File: src/rtl/dbg_pkg.sv
// Shared definitions for the core debug controller: register map indices,
// CTRL/STATUS bit positions and the run-control state encoding.
package dbg_pkg;

    localparam int REG_CYCLE_L = 0;
    localparam int REG_CYCLE_H = 1;
    localparam int REG_CTRL    = 2;
    localparam int REG_STEPS   = 3;
    localparam int REG_STATUS  = 4;
    localparam int REG_BP0     = 5;

    localparam int CTRL_STEP_MODE = 0;
    localparam int CTRL_HALT_REQ  = 1;
    localparam int CTRL_RESUME    = 2;
    localparam int CTRL_BP_EN0    = 3;

    localparam int STATUS_BP_HIT  = 2;
    localparam int STATUS_BP_IDX  = 8;

    typedef enum logic [1:0] {
        DBG_RUN  = 2'd0,
        DBG_HALT = 2'd1,
        DBG_STEP = 2'd2
    } dbg_state_e;

endpackage

File: src/rtl/dbg_read_port.sv
// One slave read port: decodes a word index against the shared register view
// and holds the result in a register until the next read strobe.
module dbg_read_port
    import dbg_pkg::*;
#(
    parameter int ADDR_W    = 6,
    parameter int MAP_WORDS = 12
) (
    input  logic                        clk_i,
    input  logic                        rst_i,
    input  logic                        rd_i,
    input  logic [ADDR_W-3:0]           widx_i,
    input  logic [MAP_WORDS-1:0][31:0]  view_i,
    output logic [31:0]                 rdata_o
);

    logic [31:0] rdata_d, rdata_q;

    // Indices past the end of the map fall through to zero.
    always_comb begin
        rdata_d = rdata_q;
        if (rd_i) begin
            rdata_d = '0;
            for (int w = 0; w < MAP_WORDS; w++) begin
                if (int'(widx_i) == w) rdata_d = view_i[w];
            end
        end
    end

    always_ff @(posedge clk_i or posedge rst_i) begin
        if (rst_i) rdata_q <= '0;
        else       rdata_q <= rdata_d;
    end

    assign rdata_o = rdata_q;

endmodule

File: src/rtl/core_debug_ctrl.sv
// Memory-mapped debug controller: run/halt/step control through a core clock
// enable, PC breakpoints, enabled-cycle counter and read-only probe words.
module core_debug_ctrl
    import dbg_pkg::*;
#(
    parameter int NUM_PORTS  = 2,
    parameter int NUM_PROBES = 5,
    parameter int NUM_BP     = 2,
    parameter int CYCLE_W    = 64,
    parameter int ADDR_W     = 6
) (
    input  logic                       clk,
    input  logic                       reset,
    input  logic [NUM_PORTS*ADDR_W-1:0] s_address,
    input  logic [NUM_PORTS-1:0]       s_read,
    output logic [NUM_PORTS*32-1:0]    s_readdata,
    input  logic [NUM_PORTS-1:0]       s_write,
    input  logic [NUM_PORTS*32-1:0]    s_writedata,
    input  logic [NUM_PROBES*32-1:0]   probe_in,
    input  logic [31:0]                pc_if,
    output logic                       core_en,
    output logic                       halted,
    output logic                       bp_hit
);

    localparam int WIDX_W    = ADDR_W - 2;
    localparam int PROBE0    = REG_BP0 + NUM_BP;
    localparam int MAP_WORDS = PROBE0 + NUM_PROBES;
    localparam int CTRL_W    = CTRL_BP_EN0 + NUM_BP;

    if (MAP_WORDS > (1 << WIDX_W)) begin : g_map_chk
        $error("core_debug_ctrl: register map exceeds the port address space");
    end
    if (CYCLE_W < 33 || CYCLE_W > 64) begin : g_cyc_chk
        $error("core_debug_ctrl: CYCLE_W must be 33..64");
    end

    dbg_state_e                  state_q;
    logic [CYCLE_W-1:0]          cycle_q;
    logic                        step_mode_q;
    logic [NUM_BP-1:0]           bp_en_q;
    logic [31:0]                 steps_q;
    logic [NUM_BP-1:0][31:0]     bp_addr_q;
    logic                        bp_hit_q, bp_skip_q;
    logic [7:0]                  bp_idx_q;

    logic                        ctrl_we, steps_we;
    logic [CTRL_W-1:0]           ctrl_wd;
    logic [31:0]                 steps_wd;
    logic [NUM_BP-1:0]           bp_we;
    logic [NUM_BP-1:0][31:0]     bp_wd;
    logic [WIDX_W-1:0]           widx;

    // Walk ports from highest to lowest so the lowest index is the last writer.
    always_comb begin
        ctrl_we  = 1'b0;
        ctrl_wd  = '0;
        steps_we = 1'b0;
        steps_wd = '0;
        bp_we    = '0;
        bp_wd    = '0;
        widx     = '0;
        for (int p = NUM_PORTS - 1; p >= 0; p--) begin
            widx = s_address[p*ADDR_W+2 +: WIDX_W];
            if (s_write[p]) begin
                if (widx == WIDX_W'(REG_CTRL)) begin
                    ctrl_we = 1'b1;
                    ctrl_wd = s_writedata[p*32 +: CTRL_W];
                end
                if (widx == WIDX_W'(REG_STEPS)) begin
                    steps_we = 1'b1;
                    steps_wd = s_writedata[p*32 +: 32];
                end
                for (int k = 0; k < NUM_BP; k++) begin
                    if (widx == WIDX_W'(REG_BP0 + k)) begin
                        bp_we[k] = 1'b1;
                        bp_wd[k] = s_writedata[p*32 +: 32];
                    end
                end
            end
        end
    end

    logic       halt_req, resume, bp_any, bp_match;
    logic [7:0] bp_first;

    assign halt_req = ctrl_we && ctrl_wd[CTRL_HALT_REQ];
    assign resume   = ctrl_we && ctrl_wd[CTRL_RESUME];

    always_comb begin
        bp_any   = 1'b0;
        bp_first = '0;
        for (int k = NUM_BP - 1; k >= 0; k--) begin
            if (bp_en_q[k] && pc_if == bp_addr_q[k]) begin
                bp_any   = 1'b1;
                bp_first = 8'(k);
            end
        end
    end

    assign bp_match = bp_any && !bp_skip_q;
    assign core_en  = (state_q == DBG_RUN && !bp_match && !halt_req && !step_mode_q)
                   || state_q == DBG_STEP;
    assign halted   = (state_q == DBG_HALT);
    assign bp_hit   = bp_hit_q;

    always_ff @(posedge clk or posedge reset) begin
        if (reset) begin
            state_q     <= DBG_RUN;
            cycle_q     <= '0;
            step_mode_q <= 1'b0;
            bp_en_q     <= '0;
            steps_q     <= '0;
            bp_addr_q   <= '0;
            bp_hit_q    <= 1'b0;
            bp_skip_q   <= 1'b0;
            bp_idx_q    <= '0;
        end else begin
            if (core_en) begin
                cycle_q   <= cycle_q + CYCLE_W'(1);
                bp_skip_q <= 1'b0;
            end
            if (ctrl_we) begin
                step_mode_q <= ctrl_wd[CTRL_STEP_MODE];
                bp_en_q     <= ctrl_wd[CTRL_BP_EN0 +: NUM_BP];
            end
            for (int k = 0; k < NUM_BP; k++) begin
                if (bp_we[k]) bp_addr_q[k] <= bp_wd[k];
            end
            if (steps_we) steps_q <= steps_wd;

            case (state_q)
                DBG_RUN: begin
                    if (halt_req || step_mode_q || bp_match) begin
                        state_q <= DBG_HALT;
                        if (bp_match) begin
                            bp_hit_q <= 1'b1;
                            bp_idx_q <= bp_first;
                        end
                    end
                end
                DBG_HALT: begin
                    // Resume checks the step_mode bit written alongside it.
                    if (steps_q != 32'd0) begin
                        state_q <= DBG_STEP;
                    end else if (resume && !ctrl_wd[CTRL_STEP_MODE]) begin
                        state_q   <= DBG_RUN;
                        bp_hit_q  <= 1'b0;
                        bp_skip_q <= 1'b1;
                    end
                end
                DBG_STEP: begin
                    if (halt_req) begin
                        state_q <= DBG_HALT;
                        steps_q <= '0;
                    end else if (steps_we) begin
                        if (steps_wd == 32'd0) state_q <= DBG_HALT;
                    end else if (steps_q <= 32'd1) begin
                        state_q <= DBG_HALT;
                        steps_q <= '0;
                    end else begin
                        steps_q <= steps_q - 32'd1;
                    end
                end
                default: state_q <= DBG_RUN;
            endcase
        end
    end

    logic [MAP_WORDS-1:0][31:0] view;

    always_comb begin
        view              = '0;
        view[REG_CYCLE_L] = cycle_q[31:0];
        view[REG_CYCLE_H] = 32'(cycle_q[CYCLE_W-1:32]);
        view[REG_CTRL]    = 32'({bp_en_q, 2'b00, step_mode_q});
        view[REG_STEPS]   = steps_q;
        view[REG_STATUS]  = {16'h0, bp_idx_q, 5'h0, bp_hit_q, state_q};
        for (int k = 0; k < NUM_BP; k++) view[REG_BP0 + k] = bp_addr_q[k];
        for (int i = 0; i < NUM_PROBES; i++) view[PROBE0 + i] = probe_in[i*32 +: 32];
    end

    logic [NUM_PORTS*2-1:0] unused_addr_lsbs;

    for (genvar p = 0; p < NUM_PORTS; p++) begin : g_rd
        assign unused_addr_lsbs[p*2 +: 2] = s_address[p*ADDR_W +: 2];

        dbg_read_port #(
            .ADDR_W    (ADDR_W),
            .MAP_WORDS (MAP_WORDS)
        ) u_rd (
            .clk_i   (clk),
            .rst_i   (reset),
            .rd_i    (s_read[p]),
            .widx_i  (s_address[p*ADDR_W+2 +: WIDX_W]),
            .view_i  (view),
            .rdata_o (s_readdata[p*32 +: 32])
        );
    end

endmodule

File: config.mk
export PLATFORM = sky130hd
export DESIGN_NAME = core_debug_ctrl
export DESIGN_NICKNAME = d
export VERILOG_FILES = /design/src/rtl/dbg_pkg.sv /design/src/rtl/dbg_read_port.sv /design/src/rtl/core_debug_ctrl.sv
export SDC_FILE = /design/constraint.sdc
export NUM_CORES = 1
export LEC_CHECK = 0
export BUFFER_PORTS_ARGS = -buffer_cell sky130_fd_sc_hd__buf_2
export CAP_MARGIN = 20
export CORE_AREA = 2 2 211 213
export DETAILED_ROUTE_END_ITERATION = 8
export DIE_AREA = 0 0 213 215
export MAX_ROUTING_LAYER = met4
export PLACE_DENSITY = 0.64
export SLEW_MARGIN = 20
export SYNTH_ARGS = -nofsm -noshare
export SYNTH_HDL_FRONTEND = slang
export SYNTH_SLANG_ARGS = --single-unit
File: constraint.sdc
create_clock -name clk -period 11.3 [get_ports clk]
set_clock_uncertainty 0.2 [all_clocks]
set_input_delay 0 -clock clk [delete_from_list [all_inputs] [get_ports clk]]
set_output_delay 0 -clock clk [all_outputs]
set_load 0.005 [all_outputs]
== Yosys cells after proc, flatten, opt, wreduce, memory -nomap -nowiden ==
Cells that the tools add are included.
Word-level totals
  bits in registers: 239
  input port bits: 274
  output and inout bits: 67
  word-level logic and storage cells: 160
Cells by class
  add/sub/neg operators: 2
  $lt $le $gt $ge: 1
  eq/ne operators: 41
  muxes and demuxes: 78
  reduce and logical (&&, ||, !) cells: 26
Operator list (count)
  $mux W32: 37
  $mux W64: 2
  $add A64 B1 Y64 const B: 1
  $eq A32 B32 Y1: 2
  $eq A4 B4 Y1 const B: 16
  $eq A4 B3 Y1 const B: 8
  $le A32 B1 Y1 const B: 1
  $logic_not A32 Y1: 1
  $reduce_bool A32 Y1: 1
  $sub A32 B1 Y32 const B: 1
  $eq A4 B2 Y1 const B: 6
  $mux W1: 23
  $mux W5: 4
  $mux W2: 9
  $logic_and A1 B1 Y1: 9
  $logic_not A4 Y1: 2
  $mux W8: 1
  $ne A4 B3 Y1 const B: 2
  $pmux W2 S3: 1
  $logic_not A1 Y1: 5
  $reduce_and A5 Y1: 1
  $ne A2 B1 Y1 const B: 2
  $ne A2 B2 Y1 const B: 2
  $reduce_and A4 Y1: 1
  8 further kinds: 10

== Logic depth before layout (Yosys ltp) ==
  word-level depth: 14
  gate-level depth with buffers: 11
  depth with buffers taken out: 8

== By module ==
From an unflattened synthesis, not the netlist that was laid out.
Unflattened totals
  cell total of the unflattened synthesis: 2240
  area, all modules: 19323.5 sq um
Modules (own cells, without submodules)
  core_debug_ctrl: instances 1, cells each 1046, area each 9696.8 sq um, sequential area each 4204.0 sq um
  dbg_read_port: instances 2, cells each 597, area each 4813.4 sq um, sequential area each 800.8 sq um

== Worst setup path before layout ==
No wires, ideal clock.
  path kind: register -> register
  start: reg steps_q[2]
  end: reg steps_q[15]
  setup time: 0.138 ns
  data arrival time: 2.347 ns
  path slack: 8.615 ns
  cell stages (with the launch flop): 10
  buffers on the path: 2
  path through: dfrtp_1 clkbuf_1 or4_1 or3_1 clkbuf_1 nor2_1 nand2_1 or4_1 a21oi_1 o22ai_1
On the way
  word-level cells in the longest chain between the ends: 5
  elaborated cells between the ends (all ways): 6
  those cells by class: 1 x add/sub; 1 x order compare; 4 x mux
RTL lines
  start, declared: line core_debug_ctrl.sv:42  | logic [31:0] steps_q;
  start signal, assigned: line core_debug_ctrl.sv:130  | if (steps_we) steps_q <= steps_wd;
  start signal, assigned: line core_debug_ctrl.sv:162  | steps_q <= steps_q - 32'd1;
  $sub A32 B1 Y32 / $le A32 B1 Y1 (equally long branches): line core_debug_ctrl.sv:162, core_debug_ctrl.sv:158
  $mux W32 (*): line core_debug_ctrl.sv:158  | end else if (steps_q <= 32'd1) begin
  $mux W32 (*): line core_debug_ctrl.sv:156  | end else if (steps_we) begin
  $mux W32 (*): line core_debug_ctrl.sv:153  | if (halt_req) begin
  $mux W32 (*): line core_debug_ctrl.sv:132  | case (state_q)
Mark *: on every way between the ends. The rest lies on a longest branch, timed or not.
A chain may end at the register's enable or synchronous reset.

== Worst setup path after layout ==
  start: reg bp_addr_q[13] (netlist name)
  end: reg bp_idx_q[0]
On the way
  word-level cells in the longest chain between the ends: 6
  elaborated cells between the ends (all ways): 7
  those cells by class: 1 x eq/ne; 2 x mux; 4 x reduce/logical
RTL lines
  start, declared: line core_debug_ctrl.sv:43  | logic [NUM_BP-1:0][31:0] bp_addr_q;
  start signal, assigned by index: line core_debug_ctrl.sv:128  | if (bp_we[k]) bp_addr_q[k] <= bp_wd[k];
  $eq A32 B32 Y1 (*): line core_debug_ctrl.sv:94  | if (bp_en_q[k] && pc_if == bp_addr_q[k]) begin
  $logic_and A1 B1 Y1 (*): line core_debug_ctrl.sv:94
  $mux W1: line core_debug_ctrl.sv:94
  $logic_and A1 B1 Y1: line core_debug_ctrl.sv:101  | assign bp_match = bp_any && !bp_skip_q;
  $logic_or A1 B1 Y1: line core_debug_ctrl.sv:134  | if (halt_req || step_mode_q || bp_match) begin
  $reduce_and A3 Y1 (no source line)
  end signal, assigned: line core_debug_ctrl.sv:138  | bp_idx_q <= bp_first;
  end, declared: line core_debug_ctrl.sv:45  | logic [7:0] bp_idx_q;
Marks and branches as above.

==> impl_metrics.ini <==
[synthesis]
async_flop_share_pct = 100
syn-mean-instance-area_sq_um = 8.29
syn_inst = 2069
synth_edf_count = 0
ys_types = 70
synth.ff_latch_count = 232
syn-num-nets = 2347
synth-seq-area-share_pct = 33.9
yosysWarnings = 0
syn-cell-area_sq_mm = 0.0171
synth_flop_cell = dfrtp_1

[setup_path]
timing.rr.end = bp_idx_q[0]$_DFFE_PP0P_
rr_startpoint = bp_addr_q[13]$_DFFE_PP0P_
crit_slowest_cell = dlygate4sd3_1
path_class = reg2reg
path_cells = xnor2_1 -> nand4_1 -> dlygate4sd3_1 -> nor4_1 -> dlygate4sd3_1 -> nand3_1 -> dlygate4sd3_1 -> o22a_1 -> dlygate4sd3_1
path_buf_inv = 4
path_max_fanout = 4
cp.arrival_ps = 4800
cpMostUsedCell = dlygate4sd3_1
path_delay_family = buffers and inverters
rrSetupSlack_ps = 6740
end_kind = flop
slowest_delay_ps = 680
reg2reg_depth = 9
required_ps = 11540
start_kind = flop

[min_path]
hold_class = in2reg
holdPathEnd = bp_addr_q[25]$_DFFE_PP0P_
whs_path_depth = 4
worstHoldStart = s_writedata[25]

[finish]
layout_common_cells = 335 x buf_2, 280 x dlygate4sd3_1, 232 x dfrtp_1
fin_area_sq_mm = 0.0231
multi_input_area_sq_mm = 0.0106
register_area_sq_mm = 0.00581
layout-drive-gt1-share_pct = 18.8
fillCellCount = 4046
layout.nets = 2860
syn_to_final_growth_pct = 34.6
layout_commonest_cell = buf_2

[floorplanning]
dieArea_sq_mm = 0.0458
start_util_pct = 39.3
die_h_um = 215
dieWidth_um = 213
rows = 77
ios = 341
core-area_sq_mm = 0.0436

[job]
maxCapViolations = 0

[drt]
drt-initial-drc-count = 3003
viasPerCell = 6.36
dr.pass1.iters = 9
wirelength_um = 89000
antenna_left = 0
wl_per_cell_um = 27.7
post-route-drc-count = 5
vias = 20422

[run_status]
status = finished with violations
violations = design-rule violations

[clock_tree]
cts_tree = built
cts_root_buffer = clkbuf_16
clkTransAtPathRegs_ps = 70
cts.path.max_buffers = 3
cts_sinks = 232
cts_buffers = 29
worst_skew_pair.late_latency_ps = 580
htreeDepth = 1

[placement]
port_buffers = 336
gp_congestion = 1.00
dp_hpwl_um = 63000
place_area_sq_mm = 0.0193

[power_and_ir_drop]
power_density_mw_per_mm2 = 152
p_leak_nw = 10.3
irDropWorstVdd_uv = 111

[grt]
grt_overflow_total = 0
grt_use_total_pct = 38.9
grt_max_degree = 117
grt_pass1_vias = 19307
grt_first_pass_wirelength_um = 129000
antenna_found_initial = 16

[sta]
tns_ps = 0
max_freq_mhz = 219
rsz0062_at_grt = no
max_slew_margin_pct = 25.0
fin_crit_sh_pct = 40.3
period_needed_ps = 4560
final_max_slew_viol_count = 0
setup_viol = 0
tightest_slew_ps = 1120
hold_viol_final = 0
## state kept, by name (all words and copies together), names as in the netlist
| name | count |
|---|---|
| cycle_q | 64 |
| bp_skip_q | 1 |
| steps_q | 32 |
| bp_idx_q | 1 |
| bp_addr_q | 64 |
| bp_hit | 1 |
| step_mode_q | 1 |
| g_rd.u_rd.rdata_o | 64 |
| bp_en_q | 2 |
| state_q | 2 |
## per-stage QoR
step	hold WS [ps]	util, %	setup WS (ps)	std cells	power (mW)
global placement	9.59	44.1	7240	2862	2.28
detailed placement	19.3	44.1	7170	2863	2.30
global route	86.4	52.9	6760	3210	3.63
CTS	54.8	52.8	6840	3194	3.44
floorplan	-83.2	-	4740	2069	1.81
finish	88.1	52.9	6740	3210	3.50
## worst max path at each step
| stage | start | endpoint | slack (ps) | depth (start not counted) |
|---|---|---|---|---|
| after detailed placement | s_address[3] | state_q[1]$_DFFE_PP0P_ | 7170 | 10 |
| after global routing | bp_addr_q[13]$_DFFE_PP0P_ | bp_idx_q[0]$_DFFE_PP0P_ | 6760 | 9 |
| after CTS | bp_addr_q[13]$_DFFE_PP0P_ | bp_idx_q[0]$_DFFE_PP0P_ | 6840 | 9 |
| final | bp_addr_q[13]$_DFFE_PP0P_ | bp_idx_q[0]$_DFFE_PP0P_ | 6740 | 9 |
| after floorplan | reset | bp_addr_q[0]$_DFFE_PP0P_ | 4740 | 1 |
| after global placement | s_address[3] | state_q[1]$_DFFE_PP0P_ | 7240 | 10 |
## area by class of cell
class	count	share of cell area (%)
Multi-Input combinational cell	1636	46.0
Sequential cell	232	25.2
Timing Repair Buffer	654	20.7
Clock buffer	40	3.45
Tap cell	592	3.21
Clock inverter	11	0.791
Inverter	29	0.504
Antenna cell	16	0.173
## cell families (layout without fill, tap and decap cells)
logic type	count (synthesis)	after routing	share of synthesized area, %
XOR/XNOR	148	148	7.56
buffers and inverters	201	734	4.58
other	0	16	0
AND/OR/NAND/NOR	709	709	19.8
adder cells (fa/ha/maj)	4	4	0.292
multiplexers	179	179	11.2
AO/OA/AOI/OAI	596	596	22.7
flip-flops	232	232	33.9
## synthesized netlist by cell type, types with 9 or more instances
master	count	area (sq um)
a211o_1	22	193
a21oi_1	166	831
a221oi_1	64	561
a222oi_1	21	210
a22o_1	20	175
a22oi_1	21	158
a31oi_1	42	263
and3_1	19	119
buf_1	20	75.1
buf_2	18	90.1
clkbuf_1	133	499
dfrtp_1	232	5810
inv_1	28	105
mux2_2	27	304
mux2i_1	144	1440
nand2_1	221	830
nand2b_1	9	56.3
nand3_1	47	235
nand4_1	33	206
nor2_1	216	811
nor2b_1	11	68.8
nor3_1	55	275
nor4_1	37	231
o211ai_1	9	67.6
o21ai_0	129	646
o221ai_1	9	78.8
o22ai_1	48	300
o2bb2ai_1	11	96.3
xnor2_1	83	727
xor2_1	65	569
## timing repair
action | in CTS | in global routing
buffers inserted | 0 | 0
gates resized for setup | 0 | 0
endpoints found under the hold margin | 280 | 0
hold buffers | 280 | 0
## power by group
group / switching, mW / leakage [nW] / total (mW) / internal (mW)
logic: 0.621 / 6.95 / 1.16 / 0.542
registers: 0.347 / 2.89 / 1.34 / 0.988
clock network: 0.399 / 0.479 / 1.00 / 0.602
## worst min-delay path, delay by kind of cell
family                 cells  cell delay, ps
buffers and inverters      2             670
AND/OR/NAND/NOR            1             100
AO/OA/AOI/OAI              1              50
## metal layers
layer	global-route usage, %	part of all wire (%)	wire [um]
met1	50.6	39	34600
met2	57.1	43	38500
met3	9.91	13	11100
met4	16.7	5.3	4680
met5	-	0	0
No activity file was read; power rests on OpenSTA's default activity.
